<file path="src/rtl/mips_defs.sv">
// Shared MIPS multicycle definitions: opcodes, FSM states and
// the encodings used on the control buses.
package mips_defs;

    localparam int unsigned LARGURA_ESTADO_PADRAO = 4;

    localparam logic [5:0] OP_R    = 6'b000000;
    localparam logic [5:0] OP_LW   = 6'b100011;
    localparam logic [5:0] OP_SW   = 6'b101011;
    localparam logic [5:0] OP_BEQ  = 6'b000100;
    localparam logic [5:0] OP_J    = 6'b000010;
    localparam logic [5:0] OP_ADDI = 6'b001000;

    typedef enum logic [3:0] {
        BUSCA     = 4'd0,
        DECOD     = 4'd1,
        END_MEM   = 4'd2,
        LE_MEM    = 4'd3,
        ESCR_LW   = 4'd4,
        ESCR_MEM  = 4'd5,
        EXEC_R    = 4'd6,
        ESCR_R    = 4'd7,
        DESVIO    = 4'd8,
        SALTO     = 4'd9,
        EXEC_ADDI = 4'd10,
        ESCR_ADDI = 4'd11
    } estado_t;

    localparam logic [1:0] ALU_ADD   = 2'b00;
    localparam logic [1:0] ALU_SUB   = 2'b01;
    localparam logic [1:0] ALU_FUNCT = 2'b10;

    localparam logic [1:0] PC_ALU    = 2'b00;
    localparam logic [1:0] PC_ALUOUT = 2'b01;
    localparam logic [1:0] PC_JUMP   = 2'b10;

    localparam logic [1:0] SRCB_REG    = 2'b00;
    localparam logic [1:0] SRCB_4      = 2'b01;
    localparam logic [1:0] SRCB_IMM    = 2'b10;
    localparam logic [1:0] SRCB_IMM_SH = 2'b11;

endpackage

</file>
<file path="src/rtl/unidade_controle_multiciclo_if.sv">
// Control bus between the multicycle control unit and the datapath.
// master = control unit, slave = datapath / observer.
interface unidade_controle_multiciclo_if #(
    parameter int LARGURA_ESTADO = 4
);
    logic [5:0]                opcode;
    logic                      PCWrite;
    logic                      PCWriteCond;
    logic                      IorD;
    logic                      MemRead;
    logic                      MemWrite;
    logic                      MemtoReg;
    logic                      IRWrite;
    logic                      RegWrite;
    logic                      RegDst;
    logic                      ALUSrcA;
    logic [1:0]                ALUSrcB;
    logic [1:0]                ALUOp;
    logic [1:0]                PCSource;
    logic [LARGURA_ESTADO-1:0] estado;

    modport master (
        input  opcode,
        output PCWrite, PCWriteCond, IorD, MemRead, MemWrite,
        output MemtoReg, IRWrite, RegWrite, RegDst, ALUSrcA,
        output ALUSrcB, ALUOp, PCSource, estado
    );

    modport slave (
        output opcode,
        input  PCWrite, PCWriteCond, IorD, MemRead, MemWrite,
        input  MemtoReg, IRWrite, RegWrite, RegDst, ALUSrcA,
        input  ALUSrcB, ALUOp, PCSource, estado
    );
endinterface

</file>
<file path="src/rtl/unidade_controle_multiciclo.sv">
// Moore FSM sequencing MIPS instructions through fetch, decode,
// execute, memory and write-back for the multicycle datapath.
module unidade_controle_multiciclo
    import mips_defs::*;
#(
    parameter int LARGURA_ESTADO = LARGURA_ESTADO_PADRAO
) (
    input  logic clock,
    input  logic reset,
    unidade_controle_multiciclo_if.master bus
);

    estado_t r_estado;
    estado_t w_prox;
    logic    r_eh_sw;
    logic    r_pos_reset;

    logic       w_pcwrite, w_pcwritecond, w_iord, w_memread;
    logic       w_memwrite, w_memtoreg, w_irwrite, w_regwrite;
    logic       w_regdst, w_alusrca, w_bloqueia;
    logic [1:0] w_alusrcb, w_aluop, w_pcsource;

    // r_pos_reset covers the cycle between release and the first
    // low-sampled edge, so the first real fetch follows that edge.
    always_ff @(posedge clock) begin
        if (reset) begin
            r_estado    <= BUSCA;
            r_pos_reset <= 1'b1;
        end else begin
            r_estado    <= r_pos_reset ? BUSCA : w_prox;
            r_pos_reset <= 1'b0;
        end
    end

    // lw/sw split is latched at decode; opcode is ignored elsewhere.
    always_ff @(posedge clock) begin
        if (reset) begin
            r_eh_sw <= 1'b0;
        end else if (r_estado == DECOD) begin
            r_eh_sw <= (bus.opcode == OP_SW);
        end
    end

    always_comb begin
        w_prox = BUSCA;
        case (r_estado)
            BUSCA: w_prox = DECOD;
            DECOD: begin
                case (bus.opcode)
                    OP_R:        w_prox = EXEC_R;
                    OP_LW, OP_SW: w_prox = END_MEM;
                    OP_BEQ:      w_prox = DESVIO;
                    OP_J:        w_prox = SALTO;
                    OP_ADDI:     w_prox = EXEC_ADDI;
                    default:     w_prox = BUSCA;
                endcase
            end
            END_MEM:   w_prox = r_eh_sw ? ESCR_MEM : LE_MEM;
            LE_MEM:    w_prox = ESCR_LW;
            EXEC_R:    w_prox = ESCR_R;
            EXEC_ADDI: w_prox = ESCR_ADDI;
            default:   w_prox = BUSCA;
        endcase
    end

    always_comb begin
        w_pcwrite     = 1'b0;
        w_pcwritecond = 1'b0;
        w_iord        = 1'b0;
        w_memread     = 1'b0;
        w_memwrite    = 1'b0;
        w_memtoreg    = 1'b0;
        w_irwrite     = 1'b0;
        w_regwrite    = 1'b0;
        w_regdst      = 1'b0;
        w_alusrca     = 1'b0;
        w_alusrcb     = SRCB_REG;
        w_aluop       = ALU_ADD;
        w_pcsource    = PC_ALU;
        case (r_estado)
            BUSCA: begin
                w_memread  = 1'b1;
                w_irwrite  = 1'b1;
                w_alusrcb  = SRCB_4;
                w_pcwrite  = 1'b1;
                w_pcsource = PC_ALU;
            end
            DECOD: w_alusrcb = SRCB_IMM_SH;
            END_MEM, EXEC_ADDI: begin
                w_alusrca = 1'b1;
                w_alusrcb = SRCB_IMM;
                w_aluop   = ALU_ADD;
            end
            LE_MEM: begin
                w_memread = 1'b1;
                w_iord    = 1'b1;
            end
            ESCR_MEM: begin
                w_memwrite = 1'b1;
                w_iord     = 1'b1;
            end
            ESCR_LW: begin
                w_regwrite = 1'b1;
                w_memtoreg = 1'b1;
            end
            EXEC_R: begin
                w_alusrca = 1'b1;
                w_aluop   = ALU_FUNCT;
            end
            ESCR_R: begin
                w_regwrite = 1'b1;
                w_regdst   = 1'b1;
            end
            ESCR_ADDI: w_regwrite = 1'b1;
            DESVIO: begin
                w_alusrca     = 1'b1;
                w_aluop       = ALU_SUB;
                w_pcwritecond = 1'b1;
                w_pcsource    = PC_ALUOUT;
            end
            SALTO: begin
                w_pcwrite  = 1'b1;
                w_pcsource = PC_JUMP;
            end
            default: ;
        endcase
    end

    assign w_bloqueia = reset | r_pos_reset;

    assign bus.PCWrite     = w_pcwrite & ~w_bloqueia;
    assign bus.PCWriteCond = w_pcwritecond & ~w_bloqueia;
    assign bus.MemWrite    = w_memwrite & ~w_bloqueia;
    assign bus.IRWrite     = w_irwrite & ~w_bloqueia;
    assign bus.RegWrite    = w_regwrite & ~w_bloqueia;
    assign bus.IorD        = w_iord;
    assign bus.MemRead     = w_memread;
    assign bus.MemtoReg    = w_memtoreg;
    assign bus.RegDst      = w_regdst;
    assign bus.ALUSrcA     = w_alusrca;
    assign bus.ALUSrcB     = w_alusrcb;
    assign bus.ALUOp       = w_aluop;
    assign bus.PCSource    = w_pcsource;
    assign bus.estado      = LARGURA_ESTADO'(r_estado);

endmodule

</file>
<file path="src/flat_wrapper.sv">
// flat-port wrapper written by rule: the top's interface ports become plain ports
module unidade_controle_multiciclo_flat import mips_defs::*;
#(
    parameter int LARGURA_ESTADO = LARGURA_ESTADO_PADRAO
)
  (clock, reset, bus_opcode, bus_PCWrite, bus_PCWriteCond, bus_IorD, bus_MemRead, bus_MemWrite, bus_MemtoReg, bus_IRWrite, bus_RegWrite, bus_RegDst, bus_ALUSrcA, bus_ALUSrcB, bus_ALUOp, bus_PCSource, bus_estado);
  unidade_controle_multiciclo_if #(.LARGURA_ESTADO(LARGURA_ESTADO)) bus_i ();
  input  logic clock;
  input  logic reset;
  input wire logic [$bits(bus_i.opcode)-1:0] bus_opcode;
  output wire logic [$bits(bus_i.PCWrite)-1:0] bus_PCWrite;
  output wire logic [$bits(bus_i.PCWriteCond)-1:0] bus_PCWriteCond;
  output wire logic [$bits(bus_i.IorD)-1:0] bus_IorD;
  output wire logic [$bits(bus_i.MemRead)-1:0] bus_MemRead;
  output wire logic [$bits(bus_i.MemWrite)-1:0] bus_MemWrite;
  output wire logic [$bits(bus_i.MemtoReg)-1:0] bus_MemtoReg;
  output wire logic [$bits(bus_i.IRWrite)-1:0] bus_IRWrite;
  output wire logic [$bits(bus_i.RegWrite)-1:0] bus_RegWrite;
  output wire logic [$bits(bus_i.RegDst)-1:0] bus_RegDst;
  output wire logic [$bits(bus_i.ALUSrcA)-1:0] bus_ALUSrcA;
  output wire logic [$bits(bus_i.ALUSrcB)-1:0] bus_ALUSrcB;
  output wire logic [$bits(bus_i.ALUOp)-1:0] bus_ALUOp;
  output wire logic [$bits(bus_i.PCSource)-1:0] bus_PCSource;
  output wire logic [$bits(bus_i.estado)-1:0] bus_estado;
  assign bus_i.opcode = bus_opcode;
  assign bus_PCWrite = bus_i.PCWrite;
  assign bus_PCWriteCond = bus_i.PCWriteCond;
  assign bus_IorD = bus_i.IorD;
  assign bus_MemRead = bus_i.MemRead;
  assign bus_MemWrite = bus_i.MemWrite;
  assign bus_MemtoReg = bus_i.MemtoReg;
  assign bus_IRWrite = bus_i.IRWrite;
  assign bus_RegWrite = bus_i.RegWrite;
  assign bus_RegDst = bus_i.RegDst;
  assign bus_ALUSrcA = bus_i.ALUSrcA;
  assign bus_ALUSrcB = bus_i.ALUSrcB;
  assign bus_ALUOp = bus_i.ALUOp;
  assign bus_PCSource = bus_i.PCSource;
  assign bus_estado = bus_i.estado;
  unidade_controle_multiciclo #(.LARGURA_ESTADO(LARGURA_ESTADO)) u_core (.clock(clock), .reset(reset), .bus(bus_i));
endmodule
</file>
<file path="config.mk">
export PLATFORM = sky130hd
export DESIGN_NAME = unidade_controle_multiciclo_flat
export DESIGN_NICKNAME = d
export VERILOG_FILES = /design/src/rtl/mips_defs.sv /design/src/rtl/unidade_controle_multiciclo_if.sv /design/src/rtl/unidade_controle_multiciclo.sv /design/src/flat_wrapper.sv
export SDC_FILE = /design/constraint.sdc
export NUM_CORES = 1
export LEC_CHECK = 0
export CORE_AREA = 2 2 39 41
export DETAILED_ROUTE_END_ITERATION = 7
export DIE_AREA = 0 0 41 43
export HOLD_SLACK_MARGIN = 0.05
export PLACE_DENSITY = 0.89
export SYNTH_ARGS = -nofsm -noshare
export SYNTH_HDL_FRONTEND = slang
export SYNTH_SLANG_ARGS = --single-unit
export TNS_END_PERCENT = 50
</file>
<file path="constraint.sdc">
create_clock -name clock -period 3.38 [get_ports clock]
set_input_delay 0.338 -clock clock [delete_from_list [all_inputs] [get_ports clock]]
set_output_delay 0.338 -clock clock [all_outputs]
set_load 0.03 [all_outputs]
</file>
# [After elaboration in Yosys (flattened, before gate mapping)]
# Index checks and enable logic that the tools add are counted.
[word_totals] out_inout_bits=20 input_bits=8 reg_bits=6
[op_classes] mux=17 n_eq_ne=16 n_reduce_logical=10 bitwise_logic=7
[ops] operator="case mux 4 bit (6 select lines)" n=1
[ops] operator="case mux 4 bit (5 select lines)" n=1
[ops] operator="== test 4 x 3 -> 1 bit (second input constant)" n=4
[ops] operator="== test 4 bit (second input constant)" n=4
[ops] operator="== test 6 bit (second input constant)" n=2
[ops] operator="OR reduction 2 bit" n=6
[ops] operator="2-to-1 mux 1 bit" n=11
[ops] operator="== test 4 x 2 -> 1 bit (second input constant)" n=2
[ops] operator="case mux 2 bit (2 select lines)" n=2
[ops] operator="== test 6 x 2 -> 1 bit (second input constant)" n=1
[ops] operator="== test 6 x 3 -> 1 bit (second input constant)" n=1
[ops] operator="== test 6 x 4 -> 1 bit (second input constant)" n=1
[ops] operator="logical NOT 6 bit" n=1
[ops] operator="case mux 2 bit (3 select lines)" n=1
[ops] operator="AND 1 bit" n=5
[ops] operator="== test 4 x 1 -> 1 bit (second input constant)" n=1
[ops] operator="logical NOT 4 bit" n=1
[ops] operator="OR reduction 4 bit" n=1
[ops] operator="2-to-1 mux 3 bit" n=1
[ops] operator="OR reduction 3 bit" n=1
[ops] operator="NOT 1 bit" n=1
[ops] operator="bitwise OR 1 bit" n=1

# [Logic depth before layout (Yosys ltp)]
[depth] ltp_word=4 ltp_mapped=5 ltp_nobuf=4

# [Least setup slack after synthesis]
# Ideal clock, no wire load.
[synth_timing] path_kind="reg-to-output" start="register u_core.r_estado[3] (netlist: u_core.bus.estado[3])" end="output port bus_PCSource[0]" stages_incl_launch_ff=5 arrival_time_ns=2.007 setup_slack_ns=1.035 t_required_ns=3.042 path_buffers=2 path_cell_list="dfxtp_1 > clkbuf_1 > nand2b_1 > nor3_1 > buf_4"
[synth_via] elab_chain_len=2 elab_cells_between_ends=3 cone_classes="eq/ne: 2; mux: 1"
[synth_lines] item="start: declaration" line="unidade_controle_multiciclo.sv:13" text="estado_t r_estado;"
[synth_lines] item="start signal: assignment" line="unidade_controle_multiciclo.sv:30" text="r_estado <= r_pos_reset ? BUSCA : w_prox;"
[synth_lines] item="== test 4 bit" line="unidade_controle_multiciclo.sv:80" text="case (r_estado)"
[synth_lines] item="case mux 2 bit (2 select lines) *" line="unidade_controle_multiciclo.sv:80"
[synth_lines] item="end: declaration" line="flat_wrapper.sv:23" text="output wire logic [$bits(bus_i.PCSource)-1:0] bus_PCSource;"
# Mark *: on every way between the ends. The rest lies on a longest branch, timed or not.

# [Final worst setup path]
[layout_timing] start="register u_core.r_estado[3] (netlist: u_core.bus.estado[3])" end="output port bus_RegWrite"
[layout_via] elab_chain_len=4 elab_cells_between_ends=6 cone_classes="eq/ne: 3; mux: 1; bitwise: 1; reduce/logical: 1"
[layout_lines] item="== test 4 x 3 -> 1 bit / == test 4 bit (equally long branches)" line="unidade_controle_multiciclo.sv:80"
[layout_lines] item="OR reduction 3 bit (no source line) *"
[layout_lines] item="2-to-1 mux 1 bit *" line="unidade_controle_multiciclo.sv:80"
[layout_lines] item="AND 1 bit *" line="unidade_controle_multiciclo.sv:135" text="assign bus.RegWrite = w_regwrite & ~w_bloqueia;"
[layout_lines] item="end: declaration" line="flat_wrapper.sv:18" text="output wire logic [$bits(bus_i.RegWrite)-1:0] bus_RegWrite;"
# Marked as above.

==> results.txt <==
----------------------------------------------------
[Status]
  Run status ... finished, final reports clean

[Global routing]
  Overflow left after global routing ... 0
  Antenna violations before repair ... 0
  Number of global-route vias before repair ... 533
  Pin count of the biggest net entering global routing ... 17
  First-pass GRT wire length ... 2200 um
  Aggregate global-route resource usage ... 18.0%

[Logic synthesis]
  Synthesis Warnings ... 0
  Post-synthesis sequential element count ... 6
  Post-synth top area cell ... dfxtp_1
  Post-Synthesis Cells ... 70
  Area share of the leading cell type in the synthesized netlist ... 24.1%
  Count of unique library cells instantiated by Yosys ... 29
  Synthesized netlist net count ... 78
  Part of the Yosys area used for sequential elements ... 24.1%
  Synthesized area per cell ... 7.13 um^2
  Biggest area contributors in the synthesized netlist ... dfxtp_1 24%, nor4_1 6.3%, a21oi_1 6.0%
  Summed instance area of the synthesized netlist ... 499 um^2

[Die]
  Overall die height ... 43 um
  Effective utilization at floorplan ... 36.1%
  Top-Level Pins ... 28
  Placement Rows ... 14
  Width of the die ... 41 um
  Area of the die ... 1760 um^2
  Core area ... 1380 um^2

[Hold path]
  Min-delay worst type ... flip-flop to flip-flop
  Hold path startpoint ... u_core.r_eh_sw
  Worst hold path cell count ... 2
  Worst-case hold path end point ... u_core.r_eh_sw

[Final layout]
  Post-route design area ... 786 um^2
  Synthesis-to-layout area growth ... 57.4%
  Number of nets in the layout ... 104
  Layout cells sized above 1 ... 6.38%
  Antenna cells ... 0
  Final core area utilization ... 56.8%

[Critical path]
  Worst R2R End ... u_core.bus.estado[0]
  Worst Path Max Fanout ... 13
  Critical register-to-register path startpoint ... u_core.bus.estado[0]
  Worst endpoint required time ... 3040 ps
  Crit Path Category ... flip-flop to output pin
  Startpoint Class ... flip-flop
  Capturing element type of the critical path ... output pin
  R2r setup slk ... 1030 ps
  Worst reg2reg path depth ... 4
  Data arrival, critical path ... 2220 ps

[Pwr]
  Lkg Pwr ... 0.273 nW
  Part of the total power dissipated in sequential elements ... 42.0%
  Maximum ir drop on the vdd rail ... 165 uV
  Power density over cell area ... 230 nW/um^2
  Cell-internal power ... 133 uW
  Fraction of power consumed by the clock network ... 35.5%
  Switching pwr ... 48.0 uW
  Logic pwr share ... 22.5%
  Overall power ... 181 uW
  Net switching fraction of the power ... 26.6%

[STA]
  Setup repair after global routing missed its margin ... false
  Final setup fails ... 0
  Sum of negative setup slack ... 0 ps
  Time the worst path needs with I/O delays and setup ... 2560 ps
  Max-slew headroom ... 65.4%
  Final Cycle Share ... 75.7%
  Tightest Pin Transition ... 518 ps
  Final Hold Vio Count ... 0
  Setup slack of the critical path after layout ... 822 ps
  Final count of pins violating max slew ... 0
  Fmax achieved ... 391 MHz
  Clock tree skew after final layout ... 3.78 ps

[Clock network]
  Clk buf depth ... 2
  TritonCTS clock tree ... built
  Number of buffers inserted by hold repair at cts ... 0
  Number of setup buffers added after CTS ... 0
  Clk Tree Root Cell ... clkbuf_4
  Clk sinks ... 6
  Number of levels in the clock H-tree ... 1
  Number of gates resized after CTS ... 0
  Clk pin slew, worst setup/hold paths ... 50 ps
  Clock latency on the worst-skew pair ... 240 ps
  Clock buffer count from CTS ... 3

[Routing]
  Antenna Violating Nets Remaining ... 0
  Drt pass-1 iters ... 4
  Number of DRC markers in iteration 0 ... 10
  Wire per inst ... 12.5 um
  DRC Markers ... 0
  Vias post-DR ... 628
  Total wirelength of the detailed-routed design ... 1380 um
  Average via count per standard cell ... 5.71

[Placement]
  Final GP Congestion ... 0.810
  Total half-perimeter wirelength after legalization and detailed placement ... 1050 um
  DP Worst Slack ... 924 ps
  Count of buffers from port buffering ... 27
  Instance area at placement ... 763 um^2

[Flow run]
  Number of maximum-capacitance violations ... 0

----------------------------------------------------
-- critical path: stages, from the launching register on --
cell,delay (ps)
dfxtp_1,560
nand2b_1,230
or2_2,340
a21oi_1,150
clkdlybuf4s50_1,690
-- per-layer routing --
metal	GRT usage (%)	up-vias	share of wire, %
met3	4.71	2	7.6
met2	29.7	28	51
li1	-	307	-
met1	20.1	291	41
met4	8.67	0	1.0
met5	0	-	0
-- Yosys cell counts --
master,n
o22ai_1,1
nor4b_1,1
nand4_1,1
nand3b_1,2
a211oi_1,1
xor2_1,2
or2_2,1
or4_1,2
a21o_1,3
buf_4,1
a21oi_1,6
o21a_1,2
and3_1,2
dfxtp_1,6
buf_1,1
nand2b_1,4
nor3_1,6
xnor2_1,1
nor4_1,5
or4b_4,1
nor2_1,7
nand2_1,3
or2_1,1
and2_1,1
nor3b_1,1
maj3_1,1
inv_2,1
clkbuf_1,4
o21ai_0,2
-- worst max path at each step --
stage	slack [ps]	depth (start not counted)	end	startpoint
floorplan	1040	4	bus_PCSource[0]	u_core.bus.estado[3]
global placement	950	4	bus_IRWrite	reset
detailed placement	920	4	bus_IRWrite	reset
CTS	830	4	bus_RegWrite	u_core.bus.estado[3]
global route	660	4	bus_RegWrite	u_core.bus.estado[3]
finish	820	4	bus_RegWrite	u_core.bus.estado[3]
-- power groups by stage --
stage | Sequential, mW | Clock, mW | Combinational [mW]
after floorplan | 0.0763 | 0 | 0.0204
after global placement | 0.0769 | 0 | 0.0393
after detailed placement | 0.0770 | 0 | 0.0404
after CTS | 0.0758 | 0.0669 | 0.0405
after global routing | 0.0760 | 0.0716 | 0.0437
final | 0.0759 | 0.0641 | 0.0406
-- sequential cells by signal, indices dropped and copies added, names as in the netlist --
| register | count |
|---|---|
| u_core.r_pos_reset | 1 |
| u_core.r_eh_sw | 1 |
| u_core.bus.estado | 4 |
-- through the flow --
step	hold slack, ps	instances
6_report	558	110
5_1_grt	605	110
4_1_cts	557	110
3_5_place_dp	549	107
3_3_place_gp	545	107
2_1_floorplan	366	70
-- cells by family after synthesis --
kind of cell    after synthesis  synth area share [%]
compound gates               15                  18.3
flops                         6                  24.1
xor+xnor                      3                  5.26
buf+inv                       7                  6.01
fa+ha+maj                     1                  2.01
simple gates                 38                  44.4
-- area by class of cell --
type                    count  area [um^2]
flip-flops and latches      6          120
well taps                  16         20.0
clock buffers               3         22.5
multi-input cells          57          349
repair buffers             27          270
inverters                   1         3.75
fillers                   133          598
-- layout by cell type (no fill, tap or decap), types with 2 or more instances in the layout --
cell and n:
a21o_1 3, clkdlybuf4s50_1 27, and3_1 2, o21ai_0 2, nor3_1 6, o21a_1 2, a21oi_1 6, or4_1 2
xor2_1 2, dfxtp_1 6, nor4_1 5, clkbuf_4 3, nand2b_1 4, nor2_1 7, nand3b_1 2, nand2_1 3
Power figures use the tool's default switching activity.
